==> config.mk <==
export PLATFORM = sky130hd
export DESIGN_NAME = lpif_state_ctrl
export DESIGN_NICKNAME = d
export VERILOG_FILES = /design/src/rtl/lpif_pkg.sv /design/src/rtl/lpif_stall_timer.sv /design/src/rtl/lpif_state_ctrl.sv
export SDC_FILE = /design/constraint.sdc
export NUM_CORES = 1
export LEC_CHECK = 0
export CORE_MARGIN = 2
export CORE_UTILIZATION = 31
export CTS_CLUSTER_DIAMETER = 150
export DETAILED_ROUTE_END_ITERATION = 8
export GPL_TIMING_DRIVEN = 0
export MAX_ROUTING_LAYER = met4
export PLACE_DENSITY_LB_ADDON = 0.12
export SETUP_SLACK_MARGIN = 0.2
export SLEW_MARGIN = 10
export SYNTH_ARGS = -nofsm -noshare
export SYNTH_HDL_FRONTEND = slang
export SYNTH_SLANG_ARGS = --single-unit
==> constraint.sdc <==
create_clock -name Clk -period 1.7 [get_ports Clk]
set_input_delay 0.255 -clock Clk [delete_from_list [all_inputs] [get_ports Clk]]
set_output_delay 0.255 -clock Clk [all_outputs]
set_load 0.02 [all_outputs]
==> src/rtl/lpif_pkg.sv <==
// Shared encodings for the PHY-side LPIF state controller.
// Optional stall timeout is enabled by defining LPIF_STALL_TIMEOUT_EN.
package lpif_pkg;

  localparam logic [3:0] LS_NOP     = 4'h0;
  localparam logic [3:0] LS_ACTIVE  = 4'h1;
  localparam logic [3:0] LS_L1      = 4'h4;
  localparam logic [3:0] LS_RETRAIN = 4'hB;
  localparam logic [3:0] LS_RESET   = 4'hF;

  localparam int TMR_W = 16;

  typedef enum logic [2:0] {
    S_RESET,
    S_ACTIVE,
    S_STALL,
    S_L1,
    S_L1_EXIT,
    S_RETRAIN
  } st_e;

endpackage

==> src/rtl/lpif_stall_timer.sv <==
// Clearable saturating cycle counter; expired flags the LIMIT-th enabled cycle.
// Only consequential when LPIF_STALL_TIMEOUT_EN is defined.
module lpif_stall_timer
  import lpif_pkg::*;
#(
  parameter int LIMIT = 1023
) (
  input  logic clk,
  input  logic rst,
  input  logic clr,
  input  logic en,
  output logic expired
);

  localparam logic [TMR_W-1:0] LAST = TMR_W'(LIMIT - 1);

  logic [TMR_W-1:0] cnt_q, cnt_d;

  always_comb begin
    cnt_d = cnt_q;
    if (clr)
      cnt_d = '0;
    else if (en && cnt_q != '1)
      cnt_d = cnt_q + 1'b1;
  end

  always_ff @(posedge clk) begin
    if (rst) cnt_q <= '0;
    else     cnt_q <= cnt_d;
  end

  assign expired = en && (cnt_q >= LAST);

endmodule

==> src/rtl/lpif_state_ctrl.sv <==
// PHY-side LPIF state controller: L1/retrain/link-down arbitration and stall.
// Define LPIF_STALL_TIMEOUT_EN to bound the stall handshake by STALL_TIMEOUT.
module lpif_state_ctrl
  import lpif_pkg::*;
#(
  parameter int         STALL_TIMEOUT = 1023,
  parameter logic [2:0] PROTOCOL      = 3'b000
) (
  input  logic       Clk,
  input  logic       reset,
  input  logic [3:0] state_req,
  input  logic       stall_ack,
  input  logic       ltssm_up,
  input  logic       ltssm_recovery,
  input  logic       ltssm_l1,
  input  logic [2:0] ltssm_width,
  output logic [3:0] state_sts,
  output logic       link_up,
  output logic       stall_req,
  output logic       phyinl1,
  output logic       phyinrecenter,
  output logic [2:0] link_cfg,
  output logic       protocol_valid,
  output logic [2:0] protocol,
  output logic       trdy_en,
  output logic       ltssm_l1_req,
  output logic       ltssm_retrain_req,
  output logic       stall_timeout_err
);

`ifdef LPIF_STALL_TIMEOUT_EN
  localparam bit TMO_EN = 1'b1;
`else
  localparam bit TMO_EN = 1'b0;
`endif

  st_e        st_q, st_d, tgt_q, tgt_d;
  logic       llrt_q, llrt_d;
  logic [3:0] sts_q, sts_d;
  logic [2:0] cfg_q, cfg_d;
  logic       up_q, up_d, sreq_q, sreq_d;
  logic       inl1_q, inl1_d, recen_q, recen_d;
  logic       pv_q, pv_d, trdy_q, trdy_d;
  logic       l1req_q, l1req_d, rtreq_q, rtreq_d;
  logic       err_q, err_d;
  logic       tmr_en, tmr_exp, tmo;

  assign tmr_en = (st_q == S_STALL) && sreq_q;
  assign tmo    = tmr_exp & TMO_EN;

  lpif_stall_timer #(.LIMIT(STALL_TIMEOUT)) u_timer (
    .clk     (Clk),
    .rst     (reset),
    .clr     (!tmr_en),
    .en      (tmr_en),
    .expired (tmr_exp)
  );

  always_comb begin
    st_d    = st_q;
    tgt_d   = tgt_q;
    llrt_d  = llrt_q;
    sts_d   = sts_q;
    cfg_d   = cfg_q;
    up_d    = up_q;
    sreq_d  = sreq_q;
    inl1_d  = inl1_q;
    recen_d = recen_q;
    pv_d    = pv_q;
    trdy_d  = trdy_q;
    l1req_d = l1req_q;
    rtreq_d = 1'b0;
    err_d   = err_q;
    // Link loss outside the L1 family drops straight back to reset state.
    if (!ltssm_up && (st_q inside {S_ACTIVE, S_STALL, S_RETRAIN})) begin
      st_d    = S_RESET;
      llrt_d  = 1'b0;
      sts_d   = LS_RESET;
      cfg_d   = '0;
      up_d    = 1'b0;
      sreq_d  = 1'b0;
      inl1_d  = 1'b0;
      recen_d = 1'b0;
      pv_d    = 1'b0;
      trdy_d  = 1'b0;
      l1req_d = 1'b0;
    end else begin
      unique case (st_q)
        S_RESET: begin
          if (ltssm_up && state_req == LS_ACTIVE) begin
            st_d   = S_ACTIVE;
            sts_d  = LS_ACTIVE;
            cfg_d  = ltssm_width;
            up_d   = 1'b1;
            pv_d   = 1'b1;
            trdy_d = 1'b1;
          end
        end
        S_ACTIVE: begin
          if (ltssm_recovery || state_req == LS_L1 ||
              state_req == LS_RETRAIN) begin
            st_d   = S_STALL;
            trdy_d = 1'b0;
            sreq_d = !stall_ack;
            tgt_d  = (!ltssm_recovery && state_req == LS_L1) ?
                     S_L1 : S_RETRAIN;
            llrt_d = !ltssm_recovery && state_req == LS_RETRAIN;
          end
        end
        S_STALL: begin
          if (!sreq_q) begin
            if (!stall_ack) sreq_d = 1'b1;
          end else if (stall_ack || tmo) begin
            sreq_d = 1'b0;
            st_d   = tgt_q;
            err_d  = err_q | !stall_ack;
            if (tgt_q == S_L1) begin
              l1req_d = 1'b1;
            end else begin
              sts_d   = LS_RETRAIN;
              recen_d = 1'b1;
              rtreq_d = llrt_q;
            end
          end
        end
        S_L1: begin
          if (ltssm_l1) begin
            sts_d  = LS_L1;
            inl1_d = 1'b1;
          end
          if (state_req == LS_ACTIVE) begin
            l1req_d = 1'b0;
            st_d    = S_L1_EXIT;
          end
        end
        S_L1_EXIT: begin
          if (ltssm_up && !ltssm_l1) begin
            st_d   = S_ACTIVE;
            sts_d  = LS_ACTIVE;
            inl1_d = 1'b0;
            trdy_d = 1'b1;
          end
        end
        S_RETRAIN: begin
          if (ltssm_up && !ltssm_recovery) begin
            st_d    = S_ACTIVE;
            sts_d   = LS_ACTIVE;
            recen_d = 1'b0;
            trdy_d  = 1'b1;
          end
        end
        default: st_d = S_RESET;
      endcase
    end
  end

  always_ff @(posedge Clk) begin
    if (reset) begin
      st_q    <= S_RESET;
      tgt_q   <= S_RETRAIN;
      llrt_q  <= 1'b0;
      sts_q   <= LS_RESET;
      cfg_q   <= '0;
      up_q    <= 1'b0;
      sreq_q  <= 1'b0;
      inl1_q  <= 1'b0;
      recen_q <= 1'b0;
      pv_q    <= 1'b0;
      trdy_q  <= 1'b0;
      l1req_q <= 1'b0;
      rtreq_q <= 1'b0;
      err_q   <= 1'b0;
    end else begin
      st_q    <= st_d;
      tgt_q   <= tgt_d;
      llrt_q  <= llrt_d;
      sts_q   <= sts_d;
      cfg_q   <= cfg_d;
      up_q    <= up_d;
      sreq_q  <= sreq_d;
      inl1_q  <= inl1_d;
      recen_q <= recen_d;
      pv_q    <= pv_d;
      trdy_q  <= trdy_d;
      l1req_q <= l1req_d;
      rtreq_q <= rtreq_d;
      err_q   <= err_d;
    end
  end

  assign state_sts         = sts_q;
  assign link_up           = up_q;
  assign stall_req         = sreq_q;
  assign phyinl1           = inl1_q;
  assign phyinrecenter     = recen_q;
  assign link_cfg          = cfg_q;
  assign protocol_valid    = pv_q;
  assign protocol          = PROTOCOL;
  assign trdy_en           = trdy_q;
  assign ltssm_l1_req      = l1req_q;
  assign ltssm_retrain_req = rtreq_q;
  assign stall_timeout_err = err_q;

endmodule

Word-level counts from Yosys, hierarchy flattened --
Index checks and enable logic that the tools add are counted.
Word-level totals: output and inout port bits 19, bits in registers 22, logic and storage cells 108, input port bits 13
Operators by class: reductions and logical operators 33, mux-type cells 38, bitwise logic cells 5, equality and inequality tests 19
Operators with widths (number):
- $mux 4 | 7
- $mux 3 | 8
- $pmux 4 s5 | 1
- $pmux 3 s6 | 1
- $mux 1 | 16
- $reduce_and 5->1 | 3
- $ne 2x2->1 const B | 7
- $eq 3x2->1 const B | 3
- $pmux 1 s2 | 4
- $reduce_and 8->1 | 1
- $reduce_bool 2->1 | 4
- $reduce_and 7->1 | 1
- $eq 3x3->1 const B | 2
- $logic_and 1x1->1 | 6
- $ne 2x1->1 const B | 3
- $reduce_and 2->1 | 3
- $reduce_and 3->1 | 2
- $reduce_or 6->1 | 1
- $reduce_bool 5->1 | 1
- $eq 4x1->1 const B | 1
- $eq 4x3->1 const B | 1
- $eq 4x4->1 const B | 1
- $logic_not 1->1 | 4
- $not 1->1 | 4
- other kinds (9) | 10

Depth between registers and ports, before layout --
Gate-level depths: netlist of run 1.
depth after elaboration 5, depth in mapped cells 8, mapped depth without buffers 7

Worst setup path after synthesis of run 1 --
OpenSTA, ideal clock, no wires.
path type register to register, start point register st_q[1], end point register st_q[1], period minus slack after synthesis 1.507 ns, setup slack 0.193 ns, arrival time 1.379 ns, library setup time 0.127 ns, buffers on the path 2, data required time 1.573 ns, cell stages (with the launch flop) 7, path through dfxtp_1 > or3b_1 > a21oi_1 > or2_1 > buf_2 > buf_4 > a21oi_1
On the way: word-level cells in the longest chain between the ends 4, elaborated cells on any way between the ends 18, those cells by class eq/ne: 12; mux: 1; reduce/logical: 5
Ends and longest elaborated chain:
- start: declaration | RTL line lpif_state_ctrl.sv:37 | st_e st_q, st_d, tgt_q, tgt_d;
- start signal: assignment | RTL line lpif_state_ctrl.sv:174 | st_q <= st_d;
- parallel branches: the longest is 4 deep, another holds $reduce_and 7->1
Several ways; the timed one is not identified. A chain may end at the register's enable or synchronous reset.

Final worst setup path of run 1 --
start point register st_q[2], end point register sts_q[0], in the netlist state_sts[0]
On the way: word-level cells in the longest chain between the ends 4, elaborated cells on any way between the ends 19, those cells by class eq/ne: 12; mux: 1; reduce/logical: 6
Ends and longest elaborated chain:
- parallel branches: the longest is 4 deep, another holds $reduce_and 8->1
- end signal: assignment | RTL line lpif_state_ctrl.sv:177 | sts_q <= sts_d;
- end: declaration | RTL line lpif_state_ctrl.sv:39 | logic [3:0] sts_q, sts_d;
Several ways; the timed one is not identified.

==> results of run 1 <==
## per-layer routing
| metal | global-route usage (%) | vias to the layer above |
|---|---|---|
| met4 | 5.707 | 0 |
| met1 | 21.06 | 524 |
| met5 | - | - |
| met3 | 2.817 | 7 |
| met2 | 24.35 | 28 |
| li1 | - | 532 |
## cell type report
cell class	count	area, µm²
well taps	46	57.56
fillers	297	1511
repair buffers	43	421.7
multi-input cells	86	824.5
clock buffers	4	36.28
flip-flops and latches	20	412.9
inverters	6	27.53
plain buffers	10	97.59
## path summary, 6_finish.rpt
| kind | from | endpoint |
|---|---|---|
| hold reg to reg | protocol_valid | protocol_valid |
| setup reg to reg | st_q[2] | state_sts[0] |
| setup / recovery | st_q[2] | state_sts[0] |
| hold / removal | protocol_valid | protocol_valid |
## where the power goes
group	switching, mW	internal, mW
sequential	0.0475	0.528
combinational	0.532	0.504
clock	0.163	0.131
## cells in the mapped netlist (2+ instances only)
cell	number	area, µm²
nand2_1	6	22.52
nor3_1	6	30.03
o41ai_1	2	17.52
dfxtp_1	20	400.4
inv_2	2	7.510
nor2_1	10	37.54
nor3_2	2	20.02
nor4b_4	2	47.55
a2bb2oi_1	2	17.52
a211oi_1	3	22.52
nand3_1	5	25.02
or2b_1	2	15.01
inv_1	4	15.01
a31oi_1	2	12.51
a21oi_1	11	55.05
mux2i_1	4	40.04
o311a_1	2	20.02
ha_1	2	25.02
buf_4	8	60.06
or3b_1	2	17.52
buf_2	2	10.01
## cell families after synthesis
family,after synthesis
AND/OR/NAND/NOR,44
AO/OA/AOI/OAI,33
flip-flops,20
buffers and inverters,16
multiplexers,4
adder cells (fa/ha/maj),2
other,1
## timing repair
item                       CTS  global route
gates resized for setup     50            33
setup endpoints to repair   31            19
pin swaps                   13            17
buffers inserted            11             3
hold endpoints to repair     0             0
cloned                       1             0
hold buffers                 0             0
## per-stage QoR
stage | instances | area (µm²)
after floorplan | 122 | 1125
after global placement | 196 | 1463
after detailed placement | 196 | 1463
after CTS | 212 | 1705
after global routing | 215 | 1878
final | 215 | 1878
## state kept, by name (all words and copies together), names as in the netlist, 2 cells and up
register / flops
link_cfg: 3
st_q: 3
state_sts: 3
tgt_q: 2
## critical path, delay by kind of cell (launching register included)
family,cells,cell delay [ns]
and+or+nand+nor,2,0.15
AOI/OAI and AO/OA,3,0.53
DFF,1,0.38
buffers and inverters,3,0.43
## layout by cell type, fill, tap and decap left out, drive strengths merged, types with 2 or more instances in the layout
cell type      Yosys  routed
nor3               8       8
a21oi             12      12
inv                6       6
ha                 2       2
dlygate4sd2        0      21
nand2              6       6
a211oi             4       4
o41ai              2       2
nor2b              2       2
or3b               2       2
conb               1       3
o311a              2       2
clkbuf             0       4
mux2i              4       4
dfxtp             20      20
nor2              10      10
or2b               2       2
a2bb2oi            2       2
nor4b              3       3
clkdlybuf4s50      0       6
buf               10      25
a31oi              2       2
nand3              5       5
==> run metrics, run 1 <==
Routed Antenna Nets 0; Critical Path Sink Type flop; overflow left after global routing 0; status complete, no violations; number of global-route vias before repair between 1000 and 1500; post-synthesis mux area share under 10%; Post-Syn Area per Cell ~9.3 µm²; max cap viols 0; crit path max fanout 6; Synthesis Warnings 0; setup ws final around 0.08 ns; Slew Limit Fails 0; Post-Synth XOR/XNOR Area 0%; Distinct cells, synth 42; die area 0.004096 mm²; compound-gate portion of the synthesized area a little over a fifth; uppermost routed layer met4; area growth from synthesis to layout 68.27%; largest net degree at the start of global routing 12; Final Hold Vio Count 0; Port Buffer Count 28; Adder-Cell Fraction of Synth Area 2.242%; Req. time, crit path about 1.9 ns; Pleak around 0.75 nW; die width 64 µm; routed wl met2 1446 µm; post-route DRC violation count 0; PwrDens 1015 mW/mm²; RePlAce Congestion about 0.87; Final HPWL DP 2019 µm; fin util a little under three fifths; Starting DRT DRC Count between 40 and 50; CP Launch Type flop; CP Class flop to flop; initial core utilization between 30% and 40%; Max Freq just over 0.6 GHz; Most used DFF post-synth dfxtp_1; R2R depth 8; Vias between 1000 and 1500; synthesis-stage register bit count 20; total CTS buffers 3; Clk Latency, worst-skew pair 0.32 ns; Worst Path Arrival around 1.8 ns; Slowest cell on crit path dfxtp_4; Hold Worst Slack 0.4681 ns; ys async rst share 0%; final wirelength 3046 µm; reg2reg setup slack ~0.080 ns; Placement Setup Slack -0.3244 ns; Synth Area in Simple Gates between 20% and 30%; Final Cycle Share between 90% and 100%; met1 wire length 1412 µm; sequential area share after synthesis a little over a third; VDD IR-drop max 0.0003642 V; EDFF count, synth 0; setup_tns 0 ns; root buffer cell clkbuf_4; cell count after synthesis 120; min-delay worst type flop to flop; CTS tree yes; Clock transition at path regs 0.12 ns; routed vias/inst approximately 5.1; wire per inst about 14 µm; skew final around 0.0012 ns; CORE AREA 0.003390 mm²; GRT Total Usage between 15 and 20%; CP max stage delay around 0.38 ns; min cycle time layout 1.620 ns; Final #Nets approximately 190; first-pass GRT wire length slightly below 5000 µm; H-tree Lvls 1; Core Rows 21; share of cells above drive strength 1 between 40 and 50%; CTS sink cnt 20; # IOs 32; antenna violations before repair 0; hold path depth 2; met3 routed WL ~120 µm; die height between 60 and 70 µm; antenna diode count 0; Post-Synthesis Cell Area ~0.0011 mm²; Tot Pwr around 1.9 mW; crit path cell chain buf_8 > buf_12 > a211o_1 > a21oi_2 > nor4_4 > buf_4 > nor3_2 > a41oi_1; Pre-antenna DRT Iters 4; RSZ-0062 raised after global routing true; Clock Tree Buf Depth 2; largest family of logic cells by synthesized area simple AND/OR/NAND/NOR gates; Final setup viols 0
Power figures use the tool's default switching activity.
==> inputs of run 2 (changes only) <==
Settings changed: RECOVER_POWER set to 25.
==> run 2 against run 1 <==
  * Clock power barely moved
  * Critical path depth did not move
  * Worst setup slack barely moved
  * Utilization fell by 0.26 points
  * Cell area fell by 0.47%
  * Die area did not move
  * Non-clock buffer count did not move
  * Sequential cell count did not move
  * Register-to-register slack barely moved
  * Critical path type unchanged
==> run metrics, run 2 (synthesized netlist as in run 1, its figures left out) <==
met1 wire length 1414 µm (was 1412 µm); P_sw 0.7423 mW (about the same); wire per inst 14.17 µm (about the same); final instance area 0.001869 mm² (was 0.001878 mm²); cts hold-fix bufs 0 (unchanged); total CTS buffers 3 (unchanged); sw frac 38.96% (was 38.95%); H-tree Lvls 1 (unchanged); crit path cell chain buf_8 > buf_12 > a211o_1 > a21oi_2 > nor4_4 > buf_4 > nor3_2 > a41oi_1 (unchanged); RSZ-0062 raised after global routing true (unchanged); first-pass GRT wire length 4961 µm (unchanged); placed cell areas 0.001463 mm² (unchanged); Starting DRT DRC Count 41 (unchanged); root buffer cell clkbuf_4 (unchanged); Core Rows 21 (unchanged); min cycle time layout 1.620 ns (about the same); PwrDens 1019 mW/mm² (was 1015 mW/mm²); max cap viols 0 (unchanged); multi-input logic area 824.5 µm² (unchanged); Reg power frac 30.2% (about the same); Clk Latency, worst-skew pair 0.32 ns (about the same); CTS tree yes (unchanged); register area 412.9 µm² (unchanged); Clock transition at path regs 0.12 ns (about the same); CP Class flop to flop (unchanged); # IOs 32 (unchanged); Port Buffer Count 28 (unchanged); skew final 0.001196 ns (unchanged); Slowest cell on crit path dfxtp_4 (unchanged); reg2reg setup slack 0.08 ns (about the same); GRT Total Usage 15.92% (unchanged); post-route DRC violation count 0 (unchanged); Max Freq 0.6172 GHz (about the same); die height 64 µm (unchanged); Req. time, crit path 1.90 ns (about the same); Final Hold Vio Count 0 (unchanged); CP max stage delay 0.38 ns (about the same); CTS sink cnt 20 (unchanged); VDD IR-drop max 0.0003642 V (about the same); uppermost routed layer met4 (unchanged); Worst Path Arrival 1.82 ns (about the same); Vias 1091 (unchanged); Final #Nets 185 (unchanged); overflow left after global routing 0 (unchanged); status complete, no violations (unchanged); Tot Pwr 1.905 mW (was 1.906 mW); fin util 55.15% (was 55.41%); commonest non-fill, non-tap cell in the layout dlygate4sd2_1 (unchanged); commonest cells after routing, fill and taps aside dlygate4sd2_1 (21), buf_4 (16), dfxtp_1 (16) (unchanged); number of global-route vias before repair 1061 (unchanged); routed vias/inst 5.074 (unchanged); Logic pwr share 54.3% (was 54.4%); CP Launch Type flop (unchanged); die area 0.004096 mm² (unchanged); Final Cycle Share 95.31% (about the same); final wirelength 3047 µm (was 3046 µm); Slew Limit Fails 0 (unchanged); Final HPWL DP 2019 µm (unchanged); antenna diode count 0 (unchanged); Pleak 0.7316 nW (was 0.7523 nW); CORE AREA 0.003390 mm² (unchanged); Pre-antenna DRT Iters 4 (unchanged); met3 routed WL 120 µm (unchanged); Final setup viols 0 (unchanged); Routed Antenna Nets 0 (unchanged); antenna violations before repair 0 (unchanged); largest net degree at the start of global routing 12 (unchanged); routed wl met2 1445 µm (was 1446 µm); WP buf/inv 3 (unchanged); Clock Tree Buf Depth 2 (unchanged); initial core utilization 32.93% (unchanged); crit path max fanout 6 (unchanged); min-delay worst type flop to flop (unchanged); Fillers 297 (unchanged); cell family with most CP delay compound AO/OA/AOI/OAI gates (unchanged); RePlAce Congestion 0.8727 (unchanged); P_int 1.163 mW (about the same); area growth from synthesis to layout 67.49% (was 68.27%); clock network power share 15.4% (about the same); die width 64 µm (unchanged); share of cells above drive strength 1 44.38% (unchanged); Critical Path Sink Type flop (unchanged)
[run 2: tightest hold or removal path, delay by kind of cell, from the launching register on]
| family | cells | cell delay (ns) |
|---|---|---|
| buffers and inverters | 1 | 0.06 |
| flip-flops | 1 | 0.34 |
| AO/OA/AOI/OAI | 1 | 0.04 |
[run 2: final timing paths]
check	cells after the start	from	end
hold / removal	2	protocol_valid	protocol_valid
setup reg to reg	8	st_q[2]	state_sts[0]
setup / recovery	8	st_q[2]	state_sts[0]
hold reg to reg	2	protocol_valid	protocol_valid
[run 2: power groups by stage]
stage	Sequential [mW]	Clock (mW)	Combinational (mW)
floorplan	0.616	0	0.425
global route	0.584	0.319	1.10
detailed placement	0.582	0	0.673
CTS	0.570	0.298	0.861
finish	0.576	0.294	1.04
global placement	0.581	0	0.677
[run 2: cell type report]
cell class | instances | share of cell area [%]
Multi-Input combinational cell | 86 | 44.11
Sequential cell | 20 | 22.09
Timing Repair Buffer | 43 | 22.09
Buffer | 10 | 5.221
Tap cell | 46 | 3.079
Clock buffer | 4 | 1.941
Inverter | 6 | 1.473
[run 2: per-stage QoR]
| step | instances | TNS (ns) | hold WS (ns) | setup WS (ns) |
|---|---|---|---|---|
| finish | 215 | 0 | 0.4681 | 0.07975 |
| global placement | 196 | -2.619 | 0.4489 | -0.3012 |
| global route | 215 | 0 | 0.4963 | 0.03388 |
| CTS | 212 | 0 | 0.4674 | 0.1201 |
| detailed placement | 196 | -2.778 | 0.4498 | -0.3244 |
| floorplan | 122 | 0 | 0.3241 | 0.2055 |
[run 2: routing by layer]
layer | vias up | track usage [%]
met5 | - | -
met4 | 0 | 5.707
met3 | 7 | 2.817
met2 | 28 | 24.35
met1 | 524 | 21.06
li1 | 532 | -
[run 2: timing repair]
| item | CTS | global route |
|---|---|---|
| setup endpoints to repair | 31 | 19 |
| setup buffers | 11 | 3 |
| cloned | 1 | 0 |
| resized for setup | 50 | 33 |
| pin swaps | 13 | 17 |
